[config.mk]
export PLATFORM = sky130hd
export DESIGN_NAME = mmio_event_monitor
export DESIGN_NICKNAME = d
export VERILOG_FILES = /design/src/rtl/mmio_event_monitor.sv
export SDC_FILE = /design/constraint.sdc
export NUM_CORES = 1
export LEC_CHECK = 0
export ABC_AREA = 1
export BUFFER_PORTS_ARGS = -buffer_cell sky130_fd_sc_hd__buf_2
export CORE_MARGIN = 2
export CORE_UTILIZATION = 40
export CTS_CLUSTER_DIAMETER = 100
export DETAILED_ROUTE_END_ITERATION = 16
export PLACE_DENSITY_LB_ADDON = 0.3
export SETUP_SLACK_MARGIN = 0.3
export SYNTH_ARGS = -nofsm -noshare
export SYNTH_HDL_FRONTEND = slang
export SYNTH_SLANG_ARGS = --single-unit
[constraint.sdc]
create_clock -name clk_i -period 16.3 [get_ports clk_i]
set_input_delay 2.445 -clock clk_i [delete_from_list [all_inputs] [get_ports clk_i]]
set_output_delay 2.445 -clock clk_i [all_outputs]
set_load 0.02 [all_outputs]
[src/rtl/mmio_event_monitor.sv]
// Decodes testbench-signature MMIO accesses and queues numbered, tainted events
// in a first-word-fall-through FIFO. Also sequences end of run: drain, trap policy, SIMLEN cutoff.
module mmio_event_monitor #(
  parameter int                ADDR_W      = 32,
  parameter int                DATA_W      = 64,
  parameter int                FIFO_DEPTH  = 8,
  parameter int                STOP_DRAIN  = 50,
  parameter logic [ADDR_W-1:0] ADDR_STOP   = 32'h6000_0000,
  parameter logic [ADDR_W-1:0] ADDR_TRAP   = 32'h6000_0008,
  parameter logic [ADDR_W-1:0] ADDR_IREG   = 32'h6000_0010,
  parameter logic [ADDR_W-1:0] ADDR_FREG   = 32'h6000_0018,
  parameter logic [ADDR_W-1:0] ADDR_STREAM = 32'h6000_0020
) (
  input  logic              clk_i,
  input  logic              rst_i,
  input  logic              mmio_req_i,
  input  logic              mmio_we_i,
  input  logic [ADDR_W-1:0] mmio_addr_i,
  input  logic [DATA_W-1:0] mmio_wdata_i,
  input  logic [DATA_W-1:0] mmio_wdata_t0_i,
  input  logic [31:0]       simlen_i,
  input  logic              dontstop_on_trap_i,
  output logic              evt_valid_o,
  input  logic              evt_ready_i,
  output logic [2:0]        evt_kind_o,
  output logic [7:0]        evt_idx_o,
  output logic [DATA_W-1:0] evt_data_o,
  output logic [DATA_W-1:0] evt_taint_o,
  output logic              draining_o,
  output logic              done_o,
  output logic              overflow_o,
  output logic [31:0]       cycle_o
);

  localparam int PTR_W = $clog2(FIFO_DEPTH);
  localparam int ENT_W = 3 + 8 + 2 * DATA_W;
  localparam logic [PTR_W:0] FULL_CNT       = (PTR_W + 1)'(FIFO_DEPTH);
  localparam logic [31:0]    STOP_DRAIN_CNT = 32'(STOP_DRAIN);

  localparam logic [2:0] K_STOP   = 3'd0;
  localparam logic [2:0] K_TRAP   = 3'd1;
  localparam logic [2:0] K_IREG   = 3'd2;
  localparam logic [2:0] K_FREG   = 3'd3;
  localparam logic [2:0] K_STREAM = 3'd4;
  localparam logic [2:0] K_SIMLEN = 3'd5;

  typedef enum logic [1:0] {ST_RUN, ST_DRAIN, ST_DONE} state_t;

  state_t            r_state;
  state_t            w_state_next;
  logic [31:0]       r_drain_cnt;
  logic [31:0]       w_drain_next;
  logic [31:0]       r_cycle;
  logic [7:0]        r_ireg_idx;
  logic [7:0]        r_freg_idx;
  logic [7:0]        r_stream_idx;
  logic              r_simlen_pend;
  logic              r_overflow;

  logic [ENT_W-1:0]  r_mem [FIFO_DEPTH];
  logic [PTR_W-1:0]  r_wr_ptr;
  logic [PTR_W-1:0]  r_rd_ptr;
  logic [PTR_W:0]    r_count;

  logic              w_wr;
  logic              w_hit_stop;
  logic              w_hit_trap;
  logic              w_hit_ireg;
  logic              w_hit_freg;
  logic              w_hit_stream;
  logic              w_any_hit;
  logic              w_run;
  logic              w_simlen_hit;
  logic              w_push;
  logic [2:0]        w_push_kind;
  logic [7:0]        w_push_idx;
  logic [DATA_W-1:0] w_push_data;
  logic [DATA_W-1:0] w_push_taint;
  logic              w_valid;
  logic              w_full;
  logic              w_pop;
  logic              w_push_ok;
  logic [ENT_W-1:0]  w_head;

  // Trap is the only signature that also fires on reads.
  assign w_wr         = mmio_req_i & mmio_we_i;
  assign w_hit_stop   = w_wr & (mmio_addr_i == ADDR_STOP);
  assign w_hit_trap   = mmio_req_i & (mmio_addr_i == ADDR_TRAP);
  assign w_hit_ireg   = w_wr & (mmio_addr_i == ADDR_IREG);
  assign w_hit_freg   = w_wr & (mmio_addr_i == ADDR_FREG);
  assign w_hit_stream = w_wr & (mmio_addr_i == ADDR_STREAM);
  assign w_any_hit    = w_hit_stop | w_hit_trap | w_hit_ireg | w_hit_freg | w_hit_stream;
  assign w_run        = (r_state == ST_RUN);
  assign w_simlen_hit = (simlen_i != 32'd0) && (r_cycle == simlen_i - 32'd1) && (r_state != ST_DONE);

  // A pending SIMLEN only exists in DONE, so it never competes with a hit.
  always_comb begin
    w_push       = 1'b0;
    w_push_kind  = '0;
    w_push_idx   = '0;
    w_push_data  = '0;
    w_push_taint = '0;
    if (r_simlen_pend) begin
      w_push      = 1'b1;
      w_push_kind = K_SIMLEN;
    end else if (w_run) begin
      if (w_hit_stop) begin
        w_push      = 1'b1;
        w_push_kind = K_STOP;
      end else if (w_hit_trap) begin
        w_push      = 1'b1;
        w_push_kind = K_TRAP;
      end else if (w_hit_ireg) begin
        w_push       = 1'b1;
        w_push_kind  = K_IREG;
        w_push_idx   = r_ireg_idx;
        w_push_data  = mmio_wdata_i;
        w_push_taint = mmio_wdata_t0_i;
      end else if (w_hit_freg) begin
        w_push       = 1'b1;
        w_push_kind  = K_FREG;
        w_push_idx   = r_freg_idx;
        w_push_data  = mmio_wdata_i;
        w_push_taint = mmio_wdata_t0_i;
      end else if (w_hit_stream) begin
        w_push       = 1'b1;
        w_push_kind  = K_STREAM;
        w_push_idx   = r_stream_idx;
        w_push_data  = mmio_wdata_i;
        w_push_taint = mmio_wdata_t0_i;
      end else if (w_simlen_hit) begin
        w_push      = 1'b1;
        w_push_kind = K_SIMLEN;
      end
    end
  end

  always_comb begin
    w_state_next = r_state;
    w_drain_next = r_drain_cnt;
    case (r_state)
      ST_RUN: begin
        if (w_simlen_hit) begin
          w_state_next = ST_DONE;
        end else if (w_hit_stop || (w_hit_trap && !dontstop_on_trap_i)) begin
          if (STOP_DRAIN == 0) begin
            w_state_next = ST_DONE;
          end else begin
            w_state_next = ST_DRAIN;
            w_drain_next = STOP_DRAIN_CNT;
          end
        end
      end
      ST_DRAIN: begin
        // Leaving on the last count keeps done exactly STOP_DRAIN+1 cycles after capture.
        w_drain_next = r_drain_cnt - 32'd1;
        if (w_simlen_hit || (r_drain_cnt <= 32'd1)) begin
          w_state_next = ST_DONE;
        end
      end
      default: w_state_next = ST_DONE;
    endcase
  end

  always_ff @(posedge clk_i) begin
    if (rst_i) begin
      r_state       <= ST_RUN;
      r_drain_cnt   <= '0;
      r_cycle       <= '0;
      r_ireg_idx    <= 8'd1;
      r_freg_idx    <= '0;
      r_stream_idx  <= '0;
      r_simlen_pend <= 1'b0;
    end else begin
      r_state     <= w_state_next;
      r_drain_cnt <= w_drain_next;
      if (r_cycle != '1) begin
        r_cycle <= r_cycle + 32'd1;
      end
      if (w_run && w_hit_ireg) begin
        r_ireg_idx <= r_ireg_idx + 8'd1;
      end
      if (w_run && w_hit_freg) begin
        r_freg_idx <= r_freg_idx + 8'd1;
      end
      if (w_run && w_hit_stream) begin
        r_stream_idx <= r_stream_idx + 8'd1;
      end
      r_simlen_pend <= w_run && w_simlen_hit && w_any_hit;
    end
  end

  assign w_valid   = (r_count != '0);
  assign w_full    = (r_count == FULL_CNT);
  assign w_pop     = w_valid & evt_ready_i;
  assign w_push_ok = w_push & (~w_full | w_pop);

  always_ff @(posedge clk_i) begin
    if (rst_i) begin
      r_wr_ptr   <= '0;
      r_rd_ptr   <= '0;
      r_count    <= '0;
      r_overflow <= 1'b0;
    end else begin
      if (w_push_ok) begin
        r_wr_ptr <= r_wr_ptr + PTR_W'(1);
      end
      if (w_pop) begin
        r_rd_ptr <= r_rd_ptr + PTR_W'(1);
      end
      case ({w_push_ok, w_pop})
        2'b10:   r_count <= r_count + (PTR_W + 1)'(1);
        2'b01:   r_count <= r_count - (PTR_W + 1)'(1);
        default: r_count <= r_count;
      endcase
      if (w_push && !w_push_ok) begin
        r_overflow <= 1'b1;
      end
    end
  end

  always_ff @(posedge clk_i) begin
    if (w_push_ok) begin
      r_mem[r_wr_ptr] <= {w_push_kind, w_push_idx, w_push_data, w_push_taint};
    end
  end

  // Storage is not reset, so the head fields are masked while the FIFO is empty.
  assign w_head      = r_mem[r_rd_ptr];
  assign evt_valid_o = w_valid;
  assign evt_kind_o  = w_valid ? w_head[ENT_W-1 -: 3] : '0;
  assign evt_idx_o   = w_valid ? w_head[2*DATA_W +: 8] : '0;
  assign evt_data_o  = w_valid ? w_head[DATA_W +: DATA_W] : '0;
  assign evt_taint_o = w_valid ? w_head[0 +: DATA_W] : '0;
  assign draining_o  = (r_state == ST_DRAIN);
  assign done_o      = (r_state == ST_DONE);
  assign overflow_o  = r_overflow;
  assign cycle_o     = r_cycle;

endmodule

==> reports/qor.csv, run 1 <==
metric;value;unit
fmax;0.1277;GHz
nFillCells;11740;
clk-insertion-delay-late;0.74;ns
holdPathStages;2;
fin_skew;0.02372;ns
status;finished clean;
htree_levels;4;
drc;0;
synth_top_area_share;64.67;%
fin_nets;5253;
dieWidth;363.3;um
via_per_inst;5.359;
layout_setup_ws;8.468;ns
maxSlewViolCount;0;
cts_tree;built;
power_leakage;20.99;nW
critPathKind;flip-flop to output port;
power_density;145.3;mW/mm^2
pin_count;373;
num_vias;36470;
antenna_found_initial;7;
synthesis.nets;4979;
overflow;0;
setup_violations;0;
hpwl;77870;um
clock-sinks;1217;
cts-buffers-inserted;132;
grt_usage;20.67;%
first_global_vias;35000;
async_reset_ff_share;0;%
synth_common_cells;1,175 x nor2_1, 1,112 x edfxtp_1, 752 x o21ai_0;
synth-edff-count;1112;
dpl_worst_slack;8.108;ns
cp-start-kind;flip-flop;
worstReg2RegStart;cycle_o[13]$_SDFFE_PP0P_;
fin_util;46.27;%
rows;131;
hold_path_end;r_rd_ptr[2]$_SDFFE_PP0P_;
initial_core_util;40.39;%
fin_crit_sh;48.05;%
path_clk_slew;0.06;ns
rrSetupSlack;11.08;ns
whs;0.4593;ns
core;0.1278;mm^2
r2r.worst_path.cells;16;
maxCapViolCount;0;
numPortBuffers;372;
synth_top_area_cell;edfxtp_1;
synthCells;4768;
cts_hold_buf;0;
hold_viol_final;0;
routed_wirelength;139300;um
irDropWorstVdd;0.0001221;V
dr.pass1.iters;6;
fin_crit;7.832;ns
finalPower;8.595;mW
slew_headroom;22.03;%
r2r-end;r_mem[7][87]$_DFFE_PP_;
drt_iter0_drc;3258;
crit_fanout;86;
yosysMostFrequentCell;nor2_1;
cp-end-kind;output port;
tightest_slew;1.167;ns
yosys_warnings;0;
cts_resized;0;
rsz0062_at_grt;no;
synth_flop_cell;edfxtp_1;
area_growth;14.55;%
clock_path_buffers;3;
die_area;0.1320;mm^2
setup_tns;0;ns
ys_types;51;
cts_setup_buffers;0;
die_h;363.3;um
grt_pass1_wl;209200;um
drive_gt1_share;12.77;%
synth.ff_latch_count;1217;
antenna_left;0;
gp_congestion;0.8838;
arrival;5.39;ns
grt_max_degree;197;
synthTopCellsByArea;edfxtp_1 65%, nor2_1 8.5%, o21ai_0 7.3%;
n_antenna_cell;0;
yosysSeqAreaShare;68.74;%
hold_class;flip-flop to flip-flop;
critPathRequiredTime;13.86;ns
syn_area;0.05164;mm^2
clock-root-buffer;clkbuf_16;
min-delay-start;r_rd_ptr[2]$_SDFFE_PP0P_;
wl_per_cell;20.47;um
syn_area_per_cell;10.83;um^2
## power by group
part	switching, mW	internal, mW	total, mW
logic	1.65	0.653	2.30
registers	0.0457	3.36	3.41
clock network	1.20	1.68	2.88
total	2.90	5.70	8.60
## area by class of cell
class / count / area [um^2] / area share [%]
Clock inverter: 67 / 619.3 / 1.047
Multi-Input combinational cell: 3046 / 14270 / 24.13
Timing Repair Buffer: 417 / 2262 / 3.824
Sequential cell: 1217 / 35500 / 60.02
Inverter: 228 / 883.3 / 1.493
Clock buffer: 168 / 3533 / 5.974
Tap cell: 1662 / 2079 / 3.516
## metal layers
metal	GRT usage, %	up-vias	routed length (um)
met3	4.065	184	9119
met2	33.69	1130	65980
met1	27.86	17750	60820
met4	6.509	2	3395
li1	-	17400	-
met5	0	-	13
## metrics by stage
step / cells / instance area (um^2)
2_1_floorplan: 4768 / 51640
3_3_place_gp: 6570 / 55000
3_5_place_dp: 6570 / 55000
4_1_cts: 6805 / 59150
5_1_grt: 6805 / 59150
6_report: 6805 / 59150
## cell usage in the layout (no fill, tap or decap), types with 7 or more instances in the layout
cell type	netlist	final
a211oi_1	8	8
bufinv_16	0	9
or2_2	16	16
a21oi_1	80	80
nor2_2	7	7
nand3_1	87	87
clkinv_1	2	30
nand4_1	45	45
clkbuf_1	225	31
nor2_1	1175	1167
ha_1	12	12
buf_4	2	40
o22ai_1	141	141
nand2_1	418	417
a31oi_1	141	141
inv_1	221	218
and3_1	7	7
edfxtp_1	1112	1112
dfxtp_1	105	103
clkbuf_16	0	136
nand2_4	6	7
nor4_1	9	9
xnor2_1	10	10
xor2_1	36	36
nor3_1	44	44
o21ai_0	752	752
buf_2	18	372
nor2_4	5	13
clkinv_2	0	10
## flip-flops by register name, summed over array words and instances (netlist names), named ones only
name,count
r_simlen_pend,1
r_state,2
r_rd_ptr,3
r_stream_idx,8
cycle_o,32
r_mem,1112
r_freg_idx,8
r_ireg_idx,8
overflow_o,1
r_wr_ptr,3
r_drain_cnt,32
r_count,4
## logic make-up after synthesis
kind of cell	share of synthesized area, %
AND/OR/NAND/NOR	14.49
flip-flops	68.74
AO/OA/AOI/OAI	11.91
buffers and inverters	3.758
XOR/XNOR	0.7802
adder cells (fa/ha/maj)	0.3295
## how the worst max path moves through the flow
| stage | start | end | slack, ns | cells past startpoint |
|---|---|---|---|---|
| after floorplan | simlen_i[0] | r_mem[1][0]$_DFFE_PP_ | 5.67 | 19 |
| after global placement | simlen_i[0] | r_mem[7][91]$_DFFE_PP_ | 8.15 | 19 |
| after global routing | flip-flop | evt_taint_o[14] | 8.14 | 8 |
| final | flip-flop | evt_taint_o[14] | 8.47 | 8 |
| after detailed placement | simlen_i[0] | r_mem[7][91]$_DFFE_PP_ | 8.11 | 19 |
| after CTS | flip-flop | evt_taint_o[14] | 8.29 | 8 |
## critical path: stages (launching register included)
cell and delay, ns:
dfxtp_4 0.80, buf_4 0.75, buf_4 0.82, buf_4 0.87
o21ai_0 0.22, o22ai_1 0.20, o21ai_0 0.12, a31oi_1 0.46
buf_2 0.26
Power figures use the tool's default switching activity.
==> inputs of run 2 (changes only) <==
==> constraint.sdc (replaced) <==
create_clock -name clk_i -period 8.1 [get_ports clk_i]
set_input_delay 1.215 -clock clk_i [delete_from_list [all_inputs] [get_ports clk_i]]
set_output_delay 1.215 -clock clk_i [all_outputs]
set_load 0.02 [all_outputs]
==> run 2 against run 1 <==
  * Final cell count decreased by 0.21%
  * Non-clock buffer count decreased by 9
  * Cell area about the same
==> reports/qor.csv, run 2 (synthesized netlist as in run 1, its figures left out) <==
metric;value;unit
status;finished clean;
grt_max_degree;213;
power_leakage;20.98;nW
dr.pass1.iters;6;
cts-buffers-inserted;131;
pin_count;373;
pwr-share-clk;33.4;%
min-delay-start;r_ireg_idx[7]$_SDFFE_PP0P_;
maxSlewViolCount;0;
overflow;0;
seqPwrFrac;39.9;%
fmax;0.1828;GHz
p_switching;5.825;mW
dpl-instance-area;0.05506;mm^2
clock-sinks;1217;
antenna_found_initial;4;
drive_gt1_share;12.76;%
drc;0;
design_area;0.05919;mm^2
drt_iter0_drc;3512;
tightest_slew;1.338;ns
arrival;4.25;ns
crit_fanout;202;
rows;131;
cts_resized;0;
grt_pass1_wl;209100;um
power_density;291.9;mW/mm^2
htree_levels;4;
numPortBuffers;372;
setup_tns;0;ns
power.internal;11.45;mW
layout_common_cells;1,167 x nor2_1, 1,112 x edfxtp_1, 752 x o21ai_0;
fin_skew;0.01751;ns
gp_congestion;0.8798;
fin_util;46.30;%
fin_crit_sh;67.52;%
regMostFlops;r_mem;
maxCapViolCount;0;
fin_crit;5.469;ns
first_global_vias;35140;
fin_nets;5243;
die_h;363.3;um
r2r.worst_path.cells;16;
dpl_worst_slack;2.334;ns
holdPathStages;1;
critPathKind;flip-flop to output port;
clk-insertion-delay-late;0.73;ns
hpwl;76790;um
path_clk_slew;0.06;ns
final_common_cell;nor2_1;
p_comb_share;26.7;%
cts_setup_buffers;0;
core;0.1278;mm^2
dieWidth;363.3;um
cts_tree;built;
critPathRequiredTime;6.88;ns
clock-root-buffer;clkbuf_16;
hold_class;flip-flop to flip-flop;
p_sw_share;33.72;%
clock_path_buffers;3;
num_vias;36320;
layout_setup_ws;2.631;ns
grt_usage;20.54;%
hold_viol_final;0;
largest_reg_flops;1112;
worstReg2RegStart;cycle_o[15]$_SDFFE_PP0P_;
rsz0062_at_grt;no;
setup_violations;0;
irDropWorstVdd;0.0002520;V
die_area;0.1320;mm^2
cp-start-kind;flip-flop;
via_per_inst;5.348;
wl_per_cell;20.35;um
initial_core_util;40.39;%
antenna_left;0;
area_growth;14.63;%
cp-end-kind;output port;
slew_headroom;9.835;%
routed_wirelength;138200;um
cts_hold_buf;0;
-- run 2: final timing paths --
kind / slack, ns / endpoint
max: 2.63 / evt_data_o[57]
min: 0.46 / r_ireg_idx[7]$_SDFFE_PP0P_
max reg2reg: 4.06 / r_mem[5][95]$_DFFE_PP_
min reg2reg: 0.46 / r_ireg_idx[7]$_SDFFE_PP0P_
-- run 2: final cells by class --
class	count	area, um^2
Antenna cell	2	5.005
Timing Repair Buffer	408	2320
Tap cell	1662	2079
Clock buffer	165	3541
Inverter	228	883.3
Clock inverter	63	593.1
Sequential cell	1217	35500
Fill cell	11680	68650
Multi-Input combinational cell	3046	14270
-- run 2: layer usage --
metal	share of wire (%)	track usage, %	up-vias
met4	1.7	6.086	2
met2	47	33.06	1151
met1	45	28.92	17640
met5	0.0094	0	-
met3	5.8	2.959	148
li1	-	-	17380
-- run 2: per-stage QoR --
step / hold WS (ns) / cells / power, mW
2_1_floorplan: 0.4211 / 4768 / 10.04
3_3_place_gp: 0.4399 / 6561 / 11.62
3_5_place_dp: 0.4480 / 6561 / 11.67
4_1_cts: 0.4561 / 6789 / 17.43
5_1_grt: 0.4771 / 6791 / 18.11
6_report: 0.4577 / 6791 / 17.28
-- run 2: worst max-delay path, cell delays in order (launching register included) --
cell	delay [ns]
dfxtp_4	0.60
inv_8	0.80
buf_12	0.67
o21ai_0	0.20
o22ai_1	0.18
o21ai_0	0.10
a31oi_1	0.53
buf_2	0.28
-- run 2: power groups by stage --
stage          combinational (mW)  sequential (mW)  clock (mW)
2_1_floorplan                3.13             6.91           0
3_3_place_gp                 4.60             7.02           0
3_5_place_dp                 4.64             7.03           0
4_1_cts                      4.66             6.89        5.88
5_1_grt                      5.09             6.90        6.12
6_report                     4.62             6.89        5.77
